File: src/rtl/tensor_set_buffer.sv
// DMA tensor port responder: operand sets A/B sunk from DMA, result set X sourced to DMA,
// each an independent circular FIFO with sticky error reporting and frame-ready flags.

module tensor_set_fifo #(
  parameter int DATAWIDTH = 8,
  parameter int DEPTH     = 16,
  parameter int AW        = $clog2(DEPTH)
) (
  input  logic                 clk,
  input  logic                 rst,
  input  logic                 push,
  input  logic [DATAWIDTH-1:0] wdata,
  input  logic                 pop,
  output logic [DATAWIDTH-1:0] rdata,
  output logic                 rvalid,
  output logic [AW:0]          count,
  output logic [AW:0]          count_next,
  output logic                 underflow,
  output logic                 overflow
);
  localparam logic [AW:0]   FULL  = (AW+1)'(DEPTH);
  localparam logic [AW:0]   C_ONE = (AW+1)'(1);
  localparam logic [AW-1:0] P_ONE = AW'(1);

  logic [DATAWIDTH-1:0] mem [DEPTH];
  logic [AW-1:0]        wr_ptr;
  logic [AW-1:0]        rd_ptr;
  logic                 pop_ok;
  logic                 push_ok;

  // A pop on a full FIFO frees the slot the simultaneous push lands in.
  always_comb begin
    pop_ok     = pop && (count != '0);
    push_ok    = push && ((count != FULL) || pop_ok);
    underflow  = pop && (count == '0);
    overflow   = push && !push_ok;
    count_next = count;
    if (push_ok && !pop_ok)
      count_next = count + C_ONE;
    else if (pop_ok && !push_ok)
      count_next = count - C_ONE;
  end

  always_ff @(posedge clk) begin
    if (!rst && push_ok)
      mem[wr_ptr] <= wdata;
  end

  always_ff @(posedge clk) begin
    if (rst) begin
      wr_ptr <= '0;
      rd_ptr <= '0;
      count  <= '0;
      rdata  <= '0;
      rvalid <= 1'b0;
    end else begin
      count  <= count_next;
      rvalid <= pop_ok;
      if (push_ok)
        wr_ptr <= wr_ptr + P_ONE;
      if (pop_ok) begin
        rdata  <= mem[rd_ptr];
        rd_ptr <= rd_ptr + P_ONE;
      end
    end
  end
endmodule

module tensor_set_buffer #(
  parameter int DATAWIDTH = 8,
  parameter int DEPTH     = 16,
  parameter int AW        = $clog2(DEPTH)
) (
  input  logic                 clk,
  input  logic                 rst,
  input  logic [1:0]           set,
  input  logic                 tensor_wen,
  input  logic                 tensor_ren,
  input  logic                 finished_transfer,
  input  logic [DATAWIDTH-1:0] mem_wdata,
  output logic [DATAWIDTH-1:0] mem_rdata,
  output logic                 mem_rvalid,
  input  logic                 a_pop,
  input  logic                 b_pop,
  output logic [DATAWIDTH-1:0] a_data,
  output logic [DATAWIDTH-1:0] b_data,
  output logic                 a_valid,
  output logic                 b_valid,
  input  logic                 x_push,
  input  logic [DATAWIDTH-1:0] x_data,
  output logic [AW:0]          a_count,
  output logic [AW:0]          b_count,
  output logic [AW:0]          x_count,
  output logic                 a_ready,
  output logic                 b_ready,
  output logic                 x_full,
  output logic [2:0]           err,
  input  logic                 err_clr
);
  localparam logic [AW:0] FULL = (AW+1)'(DEPTH);

  logic       wr_legal, rd_legal, illegal;
  logic [1:0] last_set;
  logic [AW:0] a_count_next, b_count_next, x_count_next;
  logic a_uf, a_of, b_uf, b_of, x_uf, x_of;
  logic [2:0] err_ev;

  // A beat is legal only when exactly one strobe is up and it targets a set it may touch.
  always_comb begin
    wr_legal = tensor_wen && !tensor_ren && !set[1];
    rd_legal = tensor_ren && !tensor_wen && (set == 2'd2);
    illegal  = (tensor_wen || tensor_ren) && !wr_legal && !rd_legal;
    err_ev   = {illegal, a_uf | b_uf | x_uf, a_of | b_of | x_of};
  end

  tensor_set_fifo #(.DATAWIDTH(DATAWIDTH), .DEPTH(DEPTH), .AW(AW)) u_a (
    .clk(clk), .rst(rst), .push(wr_legal && (set == 2'd0)), .wdata(mem_wdata),
    .pop(a_pop), .rdata(a_data), .rvalid(a_valid), .count(a_count),
    .count_next(a_count_next), .underflow(a_uf), .overflow(a_of));

  tensor_set_fifo #(.DATAWIDTH(DATAWIDTH), .DEPTH(DEPTH), .AW(AW)) u_b (
    .clk(clk), .rst(rst), .push(wr_legal && (set == 2'd1)), .wdata(mem_wdata),
    .pop(b_pop), .rdata(b_data), .rvalid(b_valid), .count(b_count),
    .count_next(b_count_next), .underflow(b_uf), .overflow(b_of));

  tensor_set_fifo #(.DATAWIDTH(DATAWIDTH), .DEPTH(DEPTH), .AW(AW)) u_x (
    .clk(clk), .rst(rst), .push(x_push), .wdata(x_data),
    .pop(rd_legal), .rdata(mem_rdata), .rvalid(mem_rvalid), .count(x_count),
    .count_next(x_count_next), .underflow(x_uf), .overflow(x_of));

  assign x_full = (x_count == FULL);

  // Ready set by finished_transfer outranks the clear from a final pop in the same cycle.
  always_ff @(posedge clk) begin
    if (rst) begin
      last_set <= 2'd0;
      a_ready  <= 1'b0;
      b_ready  <= 1'b0;
      err      <= 3'b000;
    end else begin
      if (wr_legal || rd_legal)
        last_set <= set;
      if (finished_transfer && (last_set == 2'd0))
        a_ready <= 1'b1;
      else if ((a_count != '0) && (a_count_next == '0))
        a_ready <= 1'b0;
      if (finished_transfer && (last_set == 2'd1))
        b_ready <= 1'b1;
      else if ((b_count != '0) && (b_count_next == '0))
        b_ready <= 1'b0;
      err <= err_ev | (err & {3{~err_clr}});
    end
  end
endmodule

File: config.mk
export PLATFORM = sky130hd
export DESIGN_NAME = tensor_set_buffer
export DESIGN_NICKNAME = d
export VERILOG_FILES = /design/src/rtl/tensor_set_buffer.sv
export SDC_FILE = /design/constraint.sdc
export NUM_CORES = 1
export LEC_CHECK = 0
export CORE_MARGIN = 4
export CORE_UTILIZATION = 46
export CTS_CLUSTER_SIZE = 28
export DETAILED_ROUTE_END_ITERATION = 10
export DONT_BUFFER_PORTS = 1
export PLACE_DENSITY = 0.72
export SLEW_MARGIN = 20
export SYNTH_ARGS = -nofsm -noshare
export SYNTH_HDL_FRONTEND = slang
export SYNTH_SLANG_ARGS = --single-unit
File: constraint.sdc
create_clock -name clk -period 6.7 [get_ports clk]
set_input_delay 1.675 -clock clk [delete_from_list [all_inputs] [get_ports clk]]
set_output_delay 1.675 -clock clk [all_outputs]
set_load 0.1 [all_outputs]
==> results of run 1 <==
[cell usage after synthesis (4+ instances only)]
master / count
edfxtp_1: 384
mux4_2: 120
nor2_1: 101
nand2_1: 82
dfxtp_1: 73
a21oi_1: 43
clkbuf_1: 28
ha_1: 24
inv_1: 18
buf_2: 15
xor2_1: 15
xnor2_1: 14
nand4_1: 10
buf_1: 8
o21ai_0: 8
nand2b_1: 6
nor2b_1: 6
mux2i_1: 5
nor3_1: 5
nand3_1: 4
nor4_1: 4
[routing by layer]
metal  global-route usage  vias up
li1                     -     4024
met1               0.2343     4637
met2               0.2821      277
met3              0.04452       69
met4              0.05123        0
met5                    0        -
[worst max-delay path: stages]
cell     delay (ps)
nor3b_1         330
nand2_1         180
nor2_1          680
inv_1           380
ha_1            340
inv_1           150
ha_1            270
nor2b_1         140
o21a_1          170
or3_1           310
a21oi_1         180
xnor2_1         130
nor2_1           60
[state kept, by name, indices dropped and copies added (netlist names), 2 cells and up]
signal      count
u_a.mem       128
u_b.mem       128
u_x.mem       128
u_a.rdata       8
u_b.rdata       8
u_x.rdata       8
u_a.count       5
u_b.count       5
u_x.count       5
u_a.rd_ptr      4
u_a.wr_ptr      4
u_b.rd_ptr      4
u_b.wr_ptr      4
u_x.rd_ptr      4
u_x.wr_ptr      4
err             3
last_set        2
[cell type report]
class	instances	share of cell area
clock buffers	61	0.06287
clock inverters	25	0.008742
repair buffers	19	0.007068
flip-flops and latches	457	0.6441
multi-input cells	494	0.2417
inverters	18	0.003348
well taps	518	0.03212
[power breakdown]
group          switching, mW  internal, mW  leakage [nW]
clock network           1.05          1.38         0.720
registers              0.506          3.17          4.05
logic                  0.607         0.441          1.48
[through the flow]
stage,total power [mW],hold slack (ps),std cells
6_report,7.153,492.3,1592
5_1_grt,7.430,517.6,1592
4_1_cts,7.222,484.8,1592
3_5_place_dp,4.794,473.7,1506
3_3_place_gp,4.775,484.5,1506
2_1_floorplan,4.559,458.9,1023
[logic make-up after synthesis]
kind of cell    share of synthesized area
fa+ha+maj                         0.01763
xor+xnor                          0.01398
simple gates                      0.06004
flops                              0.7150
buf+inv                           0.01680
compound gates                    0.02445
mux                                0.1521
[path summary, 6_finish.rpt]
check,cells past startpoint,endpoint
max,13,u_x.count[4]
min,2,last_set[1]
max reg2reg,13,u_x.count[4]
min reg2reg,2,last_set[1]
==> results_dict.tcl, run 1 <==
set metrics [dict create \
    status "complete, no violations" \
    fill_cells 2997 \
    rsz0062_at_grt "false" \
    endpoint_kind "flip-flop" \
    cts.sinks 457 \
    hold_buffers 0 \
    setup_tns_ps 0 \
    startpoint "set[0]" \
    core.rowCount 72 \
    layout_common_cells "edfxtp_1, mux4_2, nor2_1, nand2_1, dfxtp_1" \
    crit_path_max_fanout 13 \
    layout_min_cycle_time_ps 4555 \
    synth_fp_nets 1075 \
    synth_top_area_share 0.6346 \
    drtAntennaViolNets 0 \
    final_core_util 0.5198 \
    layout_commonest_cell "edfxtp_1" \
    area_growth_pct 11.06 \
    min_from "last_set[1]" \
    fin_area_um2 20180 \
    ys_top_cells_by_area "edfxtp_1, mux4_2, dfxtp_1, nor2_1, nand2_1" \
    cts_tree "built" \
    tightestPinTransition_ps 1187 \
    ys_seq_area_frac 0.7150 \
    cp.arrival_ps 4990 \
    slew_violations 0 \
    syn_avg_cell_area_um2 17.76 \
    wl_um 36870 \
    grt_usage 0.1734 \
    core_um2 38830 \
    dr.first_iter.drc_count 684 \
    synth_area_um2 18170 \
    hold_violations 0 \
    ioPinCount 75 \
    clockBufferDepth 3 \
    start_util 0.4680 \
    clock_latency_ps 560 \
    grt_max_degree 83 \
    wl_met2_um 18160 \
    yosysTopAreaCell "edfxtp_1" \
    place_ws_ps 1636 \
    drc 0 \
    grt_overflow_total 0 \
    cts_setup_buffers 0 \
    io_buffers 0 \
    yosysWarnings 0 \
    worstHoldPathType "reg2reg" \
    layout-drive-gt1-share 0.2095 \
    cts_buffers 46 \
    routed-via-count 9007 \
    hpwl_um 23380 \
    critical_path_class "in2reg" \
    clkTransAtPathRegs_ps 60 \
    fin_crit_sh 0.6798 \
    via_per_inst 5.658 \
    p_per_area_nw_per_um2 354.4 \
    grt_pass1_vias 9087 \
    slew-limit-headroom 0.2077 \
    antenna_found_initial 0 \
    dr.max_layer_used "met4" \
    timing.fmax_ghz 0.2196 \
    r2r-start "u_x.count[1]" \
    wl_per_cell_um 23.16 \
    grt_pass1_wl_um 55720 \
    gp_congestion 0.7834 \
    synth_cells 1023 \
    required_ps 7140 \
    wl_met3_um 2728 \
    reg2reg_slack_ps 2350 \
    cts-root-buf "clkbuf_16" \
    drt_pre_antenna_iters 7 \
    leakage_nw 6.249 \
    ir_worst_vdd_mv 0.1702 \
    async_reset_ff_frac 0 \
    die-width_um 206.8 \
    cap_violations 0 \
    start_kind "input pin" \
    multi_input_area_um2 4878 \
    die_y_um 206.8 \
    diodes 0 \
    placed_area_um2 18730 \
    setup_slack_ps 2145 \
    cts_resized 0 \
    synth_edf_count 384 \
    met1Wirelength_um 15050 \
    ys_dominant_reg_cell "edfxtp_1" \
    finalSetupViolations 0 \
    yosys_register_bits 457 \
    fin_nets 1088 \
    seqCellArea_um2 13000 \
    die-area_um2 42750 \
    cts-htree-levels 2 \
    yosysUniqueCellTypes 57 \
    skew_ps 23.41 \
]
Power figures use the tool's default switching activity.
==> run 2, diff against run 1 <==
==> constraint.sdc (replaced) <==
create_clock -name clk -period 4.3 [get_ports clk]
set_input_delay 1.075 -clock clk [delete_from_list [all_inputs] [get_ports clk]]
set_output_delay 1.075 -clock clk [all_outputs]
set_load 0.1 [all_outputs]
==> results_dict.tcl, run 2 (synthesized netlist as in run 1, its figures left out) <==
set metrics [dict create \
    io_buffers 0 \
    layout_min_cycle_time_ps 3603 \
    cp.arrival_ps 3800 \
    hold_buffers 0 \
    cts_tree "built" \
    ioPinCount 75 \
    cts-htree-levels 2 \
    timing.fmax_ghz 0.2775 \
    clock_latency_ps 580 \
    tightestPinTransition_ps 1062 \
    cts-root-buf "clkbuf_16" \
    cts_buffers 47 \
    routed-via-count 9170 \
    slew_violations 0 \
    p_per_area_nw_per_um2 564.1 \
    start_util 0.4680 \
    dr.max_layer_used "met4" \
    reg2reg_slack_ps 700 \
    finalSetupViolations 0 \
    drt_pre_antenna_iters 5 \
    cts.sinks 457 \
    wl_um 37510 \
    die_y_um 206.8 \
    skew_ps 26.01 \
    setup_tns_ps 0 \
    grt_usage 0.1769 \
    r2r_cells 7 \
    diodes 0 \
    die-width_um 206.8 \
    finalNonFillerCells 1607 \
    hold_end "last_set[1]" \
    grt_max_degree 83 \
    wl_met2_um 18720 \
    fill_cells 2983 \
    layout_common_cells "edfxtp_1, mux4_2, nor2_1, nand2_1, dfxtp_1" \
    cts_setup_buffers 0 \
    required_ps 4500 \
    wl_per_cell_um 23.34 \
    area_growth_pct 12.23 \
    endpoint_kind "flip-flop" \
    top_regs "u_a.mem x128, u_b.mem x128, u_x.mem x128" \
    ir_worst_vdd_mv 0.3073 \
    hpwl_um 23890 \
    cap_violations 0 \
    grt_pass1_wl_um 56810 \
    met1Wirelength_um 15100 \
    r2r-start "u_a.count[0]" \
    dp.cells 1520 \
    timing.rr.end "u_a.mem[8][0]" \
    hold_violations 0 \
    clkTransAtPathRegs_ps 70 \
    antenna_found_initial 0 \
    fin_crit_sh 0.8380 \
    clockBufferDepth 3 \
    die-area_um2 42750 \
    drc 0 \
    slew-limit-headroom 0.2903 \
    grt_pass1_vias 9158 \
    crit_path_max_fanout 9 \
    dr.first_iter.drc_count 739 \
    critical_path_class "reg2reg" \
    start_kind "flip-flop" \
    core_um2 38830 \
    min_from "last_set[1]" \
    layout_commonest_cell "edfxtp_1" \
    hold_depth 2 \
    core.rowCount 72 \
    worstHoldPathType "reg2reg" \
    grt_overflow_total 0 \
    fin_nets 1103 \
    layout-drive-gt1-share 0.2204 \
    status "complete, no violations" \
    drtAntennaViolNets 0 \
    via_per_inst 5.706 \
    cts_resized 0 \
    rsz0062_at_grt "false" \
    final_core_util 0.5252 \
    gp_congestion 0.8524 \
    leakage_nw 6.353 \
    wl_met3_um 2758 \
]
run 2: changes by cell type in the layout (fill, tap and decap cells not counted), sizes merged:
cell	change
inv	+2
bufinv	+4
clkinvlp	+3
buf	+14
clkinv	-8
run 2: final cells by class:
class,count,area (µm²),share of cell area
flip-flops and latches,457,13000,0.6375
multi-input cells,494,4877,0.2392
clock buffers,61,1269,0.06221
well taps,518,648.1,0.03178
clock inverters,26,284.0,0.01393
repair buffers,33,247.7,0.01215
inverters,18,67.56,0.003313
run 2: per-layer routing:
layer  vias up  track usage
met5         -            0
met4         0      0.05524
met3        65      0.04031
met2       332       0.2848
met1      4742       0.2442
li1       4031            -
run 2: worst max-delay path by stage:
stage	startpoint	endpoint	depth (start not counted)
2_1_floorplan	u_x.count[0]	u_x.count[4]	12
3_3_place_gp	set[0]	u_x.count[4]	12
3_5_place_dp	set[0]	u_x.count[4]	12
4_1_cts	u_a.count[0]	u_a.mem[8][0]	7
5_1_grt	u_a.count[0]	u_a.mem[8][0]	7
6_report	u_a.count[0]	u_a.mem[8][0]	7
run 2: power breakdown:
group | internal (mW) | switching [mW]
Sequential | 4.94 | 0.596
Combinational | 0.734 | 1.16
Clock | 2.39 | 1.68
Total | 8.07 | 3.43
run 2: stage by stage:
| step | area, µm² | setup slack (ps) | power, mW | hold slack [ps] |
|---|---|---|---|---|
| 2_1_floorplan | 18170 | 473.6 | 7.103 | 458.9 |
| 3_3_place_gp | 18830 | 668.2 | 7.497 | 489.1 |
| 3_5_place_dp | 18830 | 532.4 | 7.525 | 480.8 |
| 4_1_cts | 20390 | 679.9 | 11.59 | 493.0 |
| 5_1_grt | 20390 | 433.0 | 11.94 | 535.5 |
| 6_report | 20390 | 696.7 | 11.50 | 507.8 |
run 2: worst max-delay path, stage by stage, from the launching register on:
cell,delay [ps]
dfxtp_1,980
inv_1,210
ha_1,290
or3b_1,340
nor2_1,150
nor2_2,320
nand2_1,220
nor2_1,710
==> run 3, diff against run 2 <==
--- a/config.mk
+++ b/config.mk
@@ -10,7 +10,7 @@
 export CTS_CLUSTER_SIZE = 28
 export DETAILED_ROUTE_END_ITERATION = 10
 export DONT_BUFFER_PORTS = 1
-export PLACE_DENSITY = 0.72
+export PLACE_DENSITY = 0.74
 export SLEW_MARGIN = 20
 export SYNTH_ARGS = -nofsm -noshare
 export SYNTH_HDL_FRONTEND = slang
==> constraint.sdc (replaced) <==
create_clock -name clk -period 3.3 [get_ports clk]
set_input_delay 0.825 -clock clk [delete_from_list [all_inputs] [get_ports clk]]
set_output_delay 0.825 -clock clk [all_outputs]
set_load 0.1 [all_outputs]
==> results_dict.tcl, run 3 (synthesized netlist as in run 1, its figures left out) <==
set metrics [dict create \
    gp_congestion 0.8485 \
    hold_violations 0 \
    core_um2 38830 \
    wl_um 38150 \
    layout_commonest_cell "edfxtp_1" \
    grt_overflow_total 0 \
    fin_area_um2 20770 \
    slew-limit-headroom 0.3095 \
    path_cells "inv_1, ha_1, or3b_1, nor2_1, nor2_2, nand2_1, nor2_1, buf_4" \
    clkTransAtPathRegs_ps 60 \
    start_util 0.4680 \
    die_y_um 206.8 \
    leakage_nw 6.622 \
    drt_pre_antenna_iters 4 \
    clock_latency_ps 550 \
    holdWs_ps 343.7 \
    via_per_inst 5.667 \
    drtAntennaViolNets 0 \
    setup_tns_ps 0 \
    top_regs "u_a.mem x128, u_b.mem x128, u_x.mem x128" \
    fin_nets 1152 \
    fin_crit_sh 0.8804 \
    cts_resized 0 \
    setup_slack_ps 394.8 \
    drc 0 \
    dr.first_iter.drc_count 959 \
    ir_worst_vdd_mv 0.3024 \
    ioPinCount 75 \
    slew_violations 0 \
    finalNonFillerCells 1654 \
    cts.sinks 457 \
    required_ps 3540 \
    cp.arrival_ps 3150 \
    die-width_um 206.8 \
    p_per_area_nw_per_um2 720.7 \
    die-area_um2 42750 \
    area_growth_pct 14.32 \
    place_ws_ps 211.1 \
    placed_area_um2 19260 \
    grt_max_degree 83 \
    grt_pass1_vias 9408 \
    finalSetupViolations 0 \
    timing.fmax_ghz 0.3442 \
    status "complete, no violations" \
    endpoint_kind "flip-flop" \
    critical_path_class "reg2reg" \
    clockBufferDepth 3 \
    grt_pass1_wl_um 57690 \
    cp_slowest_cell "dfxtp_1" \
    cts_tree "built" \
    io_buffers 0 \
    routed-via-count 9374 \
    crit_path_max_fanout 8 \
    start_kind "flip-flop" \
    cts-root-buf "clkbuf_16" \
    power.total_mw 14.97 \
    worstHoldPathType "in2reg" \
    layout_min_cycle_time_ps 2905 \
    tightestPinTransition_ps 1034 \
    cts_setup_buffers 0 \
    cts-htree-levels 2 \
    skew_ps 22.13 \
    cts_buffers 46 \
    core.rowCount 72 \
    rsz0062_at_grt "false" \
    layout-drive-gt1-share 0.2553 \
    antenna_found_initial 0 \
    hold_buffers 0 \
    dp.cells 1570 \
    cpPeakStageDelay_ps 1000 \
    cap_violations 0 \
    grt_usage 0.1788 \
    diodes 0 \
    path_common_cell "nor2_1" \
    wl_per_cell_um 23.06 \
    layout_common_cells "edfxtp_1, mux4_2, nor2_1, nand2_1, buf_4" \
    hpwl_um 24820 \
    final_core_util 0.5350 \
]
## run 3: changes by cell type in the layout (fill, tap and decap cells not counted), moves of 2 or more
| cell | before | now |
|---|---|---|
| buf_12 | 0 | 3 |
| buf_4 | 33 | 80 |
| clkinv_8 | 2 | 0 |
| dfxtp_1 | 67 | 65 |
| dfxtp_2 | 6 | 8 |
## run 3: layout make-up
type	instances	area (µm²)
flip-flops and latches	457	13000
repair buffers	83	660.6
clock buffers	63	1286
clock inverters	21	229.0
inverters	18	67.56
fillers	2929	18050
well taps	518	648.1
multi-input cells	494	4880
## run 3: worst max-delay path, delay by kind of cell (launching register included)
| family | cells | cell delay, ps |
|---|---|---|
| adders and majority gates | 1 | 300 |
| DFF | 1 | 1000 |
| and+or+nand+nor | 5 | 930 |
| buffers and inverters | 2 | 380 |
## run 3: where the power goes
part	internal (mW)	switching [mW]	total [mW]
Clock	3.11	2.08	5.19
Combinational	1.02	1.53	2.55
Sequential	6.45	0.782	7.23
Total	10.6	4.39	15.0
## run 3: layer usage
| layer | part of all wire | GRT usage | wire length, µm | up-vias |
|---|---|---|---|---|
| met5 | 0 | 0 | 0 | - |
| met2 | 0.49 | 0.2881 | 18750 | 297 |
| met1 | 0.42 | 0.2514 | 15840 | 4890 |
| li1 | - | - | - | 4132 |
| met3 | 0.070 | 0.03937 | 2680 | 55 |
| met4 | 0.023 | 0.04769 | 873 | 0 |
## run 3: final timing paths
check	start	end	slack [ps]	depth (start not counted)
hold reg to reg	last_set[1]	last_set[1]	490	2
setup reg to reg	u_a.count[0]	u_a.mem[9][0]	390	8
hold / removal	rst	u_a.rdata[0]	340	1
setup / recovery	u_a.count[0]	u_a.mem[9][0]	390	8
